--- config.mk ---
export PLATFORM = sky130hd
export DESIGN_NAME = mac_pe_dbuf
export DESIGN_NICKNAME = d
export VERILOG_FILES = /design/src/rtl/mac_pe_dbuf.sv
export SDC_FILE = /design/constraint.sdc
export NUM_CORES = 1
export LEC_CHECK = 0
export CORE_ASPECT_RATIO = 1.25
export CORE_MARGIN = 2
export CORE_UTILIZATION = 54
export DETAILED_ROUTE_END_ITERATION = 8
export PLACE_DENSITY = 0.9
export SLEW_MARGIN = 20
export SYNTH_ARGS = -nofsm -noshare
export SYNTH_HDL_FRONTEND = slang
export SYNTH_SLANG_ARGS = --single-unit
--- constraint.sdc ---
create_clock -name clk -period 8.3 [get_ports clk]
set_input_delay 2.49 -clock clk [delete_from_list [all_inputs] [get_ports clk]]
set_output_delay 2.49 -clock clk [all_outputs]
set_load 0.01 [all_outputs]
--- src/rtl/mac_pe_dbuf.sv ---
// Systolic MAC processing element with a double-buffered weight, weight- or output-stationary
// operation, fixed-point alignment of the product with rounding, and saturating sums.
module mac_pe_dbuf #(
    parameter int A_BITWIDTH = 16,
    parameter int A_FRAC_BIT = 8,
    parameter int W_BITWIDTH = 8,
    parameter int W_FRAC_BIT = 6,
    parameter int P_BITWIDTH = 40,
    parameter int P_FRAC_BIT = 14
) (
    input  logic                  clk,
    input  logic                  rst,
    input  logic                  prefetch,
    input  logic                  w_swap,
    input  logic                  conv,
    input  logic                  os_mode,
    input  logic                  drain,
    input  logic                  sat_clr,
    input  logic                  valid_i,
    input  logic [A_BITWIDTH-1:0] a_i,
    input  logic [W_BITWIDTH-1:0] w_i,
    input  logic [P_BITWIDTH-1:0] p_i,
    output logic [A_BITWIDTH-1:0] a_o,
    output logic                  valid_o,
    output logic [W_BITWIDTH-1:0] w_o,
    output logic [P_BITWIDTH-1:0] p_o,
    output logic                  sat_o
);

    localparam int PROD_W = A_BITWIDTH + W_BITWIDTH;
    localparam int SUM_W  = P_BITWIDTH + 1;
    localparam int SH     = A_FRAC_BIT + W_FRAC_BIT - P_FRAC_BIT;
    localparam logic [P_BITWIDTH-1:0] P_MAX = {1'b0, {(P_BITWIDTH-1){1'b1}}};
    localparam logic [P_BITWIDTH-1:0] P_MIN = {1'b1, {(P_BITWIDTH-1){1'b0}}};

    logic signed [A_BITWIDTH-1:0] a_q;
    logic                         valid_q;
    logic signed [W_BITWIDTH-1:0] w_shadow;
    logic signed [W_BITWIDTH-1:0] w_active;
    logic        [P_BITWIDTH-1:0] p_q;
    logic signed [P_BITWIDTH-1:0] acc;
    logic                         sat;
    logic                         mode_q;

    logic signed [PROD_W-1:0]     prod;
    logic signed [SUM_W-1:0]      prod_al;
    logic signed [SUM_W-1:0]      ws_sum;
    logic signed [SUM_W-1:0]      os_sum;
    logic        [P_BITWIDTH-1:0] p_next;
    logic signed [P_BITWIDTH-1:0] acc_next;
    logic                         sat_set;
    logic                         sat_next;

    assign prod = w_active * a_q;

    generate
        if (SH > 0) begin : g_round
            localparam logic [PROD_W:0] HALF = (PROD_W + 1)'(1) << (SH - 1);
            logic signed [PROD_W:0] biased;
            logic signed [PROD_W:0] shifted;
            // One guard bit so the rounding bias cannot wrap the largest product.
            assign biased  = {prod[PROD_W-1], prod} + HALF;
            assign shifted = biased >>> SH;
            assign prod_al = SUM_W'(shifted);
        end else if (SH < 0) begin : g_shl
            logic signed [SUM_W-1:0] ext;
            assign ext     = SUM_W'(prod);
            assign prod_al = ext <<< (-SH);
        end else begin : g_pass
            assign prod_al = SUM_W'(prod);
        end
    endgenerate

    assign ws_sum = SUM_W'($signed(p_i)) + prod_al;
    assign os_sum = SUM_W'(acc) + prod_al;

    function automatic logic [P_BITWIDTH-1:0] clamp(input logic signed [SUM_W-1:0] s);
        if (s[SUM_W-1] != s[SUM_W-2]) return s[SUM_W-1] ? P_MIN : P_MAX;
        return s[P_BITWIDTH-1:0];
    endfunction

    always_comb begin
        p_next   = p_q;
        acc_next = acc;
        sat_set  = 1'b0;
        if (!os_mode) begin
            if (!conv) begin
                p_next = '0;
            end else if (valid_q) begin
                p_next  = clamp(ws_sum);
                sat_set = ws_sum[SUM_W-1] ^ ws_sum[SUM_W-2];
            end else begin
                p_next = p_i;
            end
        end else begin
            p_next = drain ? acc : p_i;
        end
        // A mode edge discards the accumulator; p already follows the new mode above.
        if (os_mode != mode_q) begin
            acc_next = '0;
        end else if (os_mode) begin
            if (drain) begin
                acc_next = (conv && valid_q) ? prod_al[P_BITWIDTH-1:0] : '0;
            end else if (conv && valid_q) begin
                acc_next = clamp(os_sum);
                sat_set  = os_sum[SUM_W-1] ^ os_sum[SUM_W-2];
            end
        end
    end

    assign sat_next = sat_set | (sat & ~sat_clr);

    // valid_o qualifies a_o each cycle; there is no backpressure, a beat is consumed when valid.
    always_ff @(posedge clk or negedge rst) begin
        if (!rst) begin
            a_q      <= '0;
            valid_q  <= 1'b0;
            w_shadow <= '0;
            w_active <= '0;
            p_q      <= '0;
            acc      <= '0;
            sat      <= 1'b0;
            mode_q   <= 1'b0;
        end else begin
            a_q     <= conv ? a_i : '0;
            valid_q <= conv & valid_i;
            if (prefetch) w_shadow <= w_i;
            if (w_swap)   w_active <= w_shadow;
            p_q     <= p_next;
            acc     <= acc_next;
            sat     <= sat_next;
            mode_q  <= os_mode;
        end
    end

    assign a_o     = a_q;
    assign valid_o = valid_q;
    assign w_o     = w_shadow;
    assign p_o     = p_q;
    assign sat_o   = sat;

endmodule
==> qor.yml <==
wl_per_cell_um: 21.4
portBuffers: 138
finalMaxSlewViolations: 0
clock_skew_ns: 0.0111
initial_core_util_pct: 54.4
async_flop_share_pct: 100
ys_warn_count: 0
most-common-layout-cells: "inv_1, nand2_1, clkdlybuf4s50_1"
grt_max_degree: 69
syn-num-nets: 1986
synth_fa_ha_area_share_pct: 25.6
slowest_stage: "nor2_2"
status: "finished clean"
worstMarginPinSlew_ns: 0.927
cp_max_fo: 12
ys.flop_type: "dfrtp_1"
critPathMaxStageDelay_ns: 0.66
worstRegToRegCells: 25
cts_buffer_depth: 2
hold_path.startpoint: "sat_o$_DFF_PN0_"
cap_violations: 0
die_h_um: 187
ios: 139
root_buffer: "clkbuf_16"
first_iter_violations: 1276
grt_pass1_vias: 14200
cts.sinks: 115
worstSetupStartpoint: "w_active[7]$_DFFE_PN0P_"
ctsHtreeMaxLevel: 4
rsz0062_at_grt: "true"
fillers: 2130
clock_insertion_delay_worst_skew_ns: 0.45
ys_seq_elements: 115
synth_simple_gate_area_share_pct: 16.9
syn_inst: 1681
seq_area_frac_synth_pct: 19.9
grt_pass1_wl_um: 72400
drive_gt1_share_pct: 6.85
firstDrtPassIters: 7
r2r_start: "w_active[7]$_DFFE_PN0P_"
path_common_cell: "fa_1"
netlist_area_sq_um: 14500
yosysUniqueCellTypes: 87
finalCriticalPeriod_ns: 8.15
antenna_found_initial: 0
max_slew_margin_pct: 38.2
hp-class: "reg -> reg"
vias_per_cell: 6.43
cp.arrival_ns: 8.51
final_common_cell: "inv_1"
grt-ovfl-total: 0
drc_errors: 0
die_w_um: 150
utilization_pct: 63.5
clk_pin_slew_ns: 0.06
max_freq_ghz: 0.123
synth_xor_area_share_pct: 5.68
fin_crit_sh_pct: 98.2
hold_viol_final: 0
cts_buffers: 17
crit_type: "reg -> reg"
coreArea_sq_um: 26600
syn_avg_cell_area_sq_um: 8.61
cts_tree: "yes"
synth_top_family_by_area: "adder cells"
wl_um: 46200
rrSetupSlack_ns: 0.15
track_usage_pct: 32.8
cp_data_required_time_ns: 8.66
synthMuxAreaShare_pct: 3.75
setup_viol: 0
r2r-end: "p_o[5]$_DFF_PN0_"
place.gp.congestion: 0.989
syn_to_final_growth_pct: 16.7
nNetsFinal: 2103
rows: 67
worstSetupEndpointType: "flip-flop"
hpwl_um: 34900
crit_path_start_kind: "flip-flop"
dieArea_sq_um: 28100
final_antenna_net_count: 0
synth_compound_area_share_pct: 21.5
synth_edf_count: 0
vias: 13900
n_antenna_cell: 0
setup.worst_path.end: "p_o[5]$_DFF_PN0_"
final cells by class:
type / instances / area, sq um / share of cell area [%]
inverter: 166 / 627 / 3.71
tap: 345 / 432 / 2.56
clock buffer: 17 / 425 / 2.52
multi-input combinational: 1331 / 10700 / 63.4
timing repair buffer: 167 / 1640 / 9.69
sequential: 115 / 2890 / 17.1
clock inverter: 15 / 168 / 0.993
cells by family after synthesis:
| logic type | count (synthesis) |
|---|---|
| flip-flops | 115 |
| multiplexers | 52 |
| AND/OR/NAND/NOR | 488 |
| adder cells (fa/ha/maj) | 233 |
| XOR/XNOR | 93 |
| AO/OA/AOI/OAI | 463 |
| buffers and inverters | 237 |
state kept, by name, indices dropped and copies added (netlist names):
| name | flops |
|---|---|
| a_o | 16 |
| acc | 40 |
| mode_q | 1 |
| p_o | 40 |
| sat_o | 1 |
| valid_o | 1 |
| w_active | 8 |
| w_o | 8 |
metal layers:
metal  share of wire [%]  vias up  global-route usage, %
met5                   0        -                      0
met4                 8.1        0                   24.4
met3                 7.0      246                   5.12
met2                  49      792                   54.9
met1                  36     6682                   37.3
li1                    -     6143                      -
cell usage after synthesis (13+ instances only):
master / number / share of area, %
mux2i_1: 36 / 2.5
dfrtp_1: 115 / 20
fa_1: 105 / 15
mux2_2: 15 / 1.2
a211oi_1: 21 / 1.1
nor3_1: 43 / 1.5
a32o_1: 16 / 1.1
ha_1: 127 / 11
a31oi_1: 26 / 1.1
inv_1: 166 / 4.3
nand3_1: 20 / 0.69
o21ai_0: 74 / 2.6
a21oi_1: 108 / 3.7
a21o_1: 44 / 2.3
o21bai_1: 16 / 0.83
nand2_1: 146 / 3.8
o2bb2ai_1: 13 / 0.79
nor2_1: 86 / 2.2
buf_2: 14 / 0.48
nand2b_1: 15 / 0.65
clkbuf_1: 46 / 1.2
xnor2_1: 60 / 3.6
o22ai_1: 25 / 1.1
xor2_1: 32 / 1.9
o21ai_1: 22 / 0.76
and2_1: 114 / 4.9
what timing repair did:
action / 4_1_cts / 5_1_grt
setup buffers: 0 / 7
hold buffers: 0 / 0
gates resized for setup: 0 / 18
setup endpoints to repair: 0 / 77
worst min-delay path by stage:
| stage | endpoint | slack, ns | cells after the start |
|---|---|---|---|
| 2_1_floorplan | acc[29]$_DFFE_PN0P_ | 0.47 | 2 |
| 3_3_place_gp | w_active[7]$_DFFE_PN0P_ | 0.52 | 2 |
| 3_5_place_dp | sat_o$_DFF_PN0_ | 0.54 | 2 |
| 4_1_cts | w_active[7]$_DFFE_PN0P_ | 0.55 | 2 |
| 5_1_grt | w_active[7]$_DFFE_PN0P_ | 0.57 | 2 |
| 6_report | sat_o$_DFF_PN0_ | 0.55 | 2 |
per-stage QoR:
stage               instance area (sq um)  hold slack, ns  worst slack (ns)  cells  setup TNS, ns
detailed placement                  16100           0.539             0.220   2115              0
CTS                                 16700           0.549            0.0579   2147              0
finish                              16900           0.551             0.152   2156              0
global placement                    16100           0.522             0.436   2115              0
floorplan                           14500           0.467             0.193   1681              0
global route                        16900           0.574           -0.0990   2156         -0.689
worst max-delay path: cells and delay by family (launching register included):
kind,cells,cell delay [ns]
adder cells (fa/ha/maj),6,2.75
AO/OA/AOI/OAI,9,2.67
AND/OR/NAND/NOR,5,1.53
flip-flops,1,0.49
buffers and inverters,4,0.42
XOR/XNOR,1,0.22
Power is left out: the tool's default activity adds up to more than one toggle a clock period on the data nets, which glitch-free logic cannot reach.
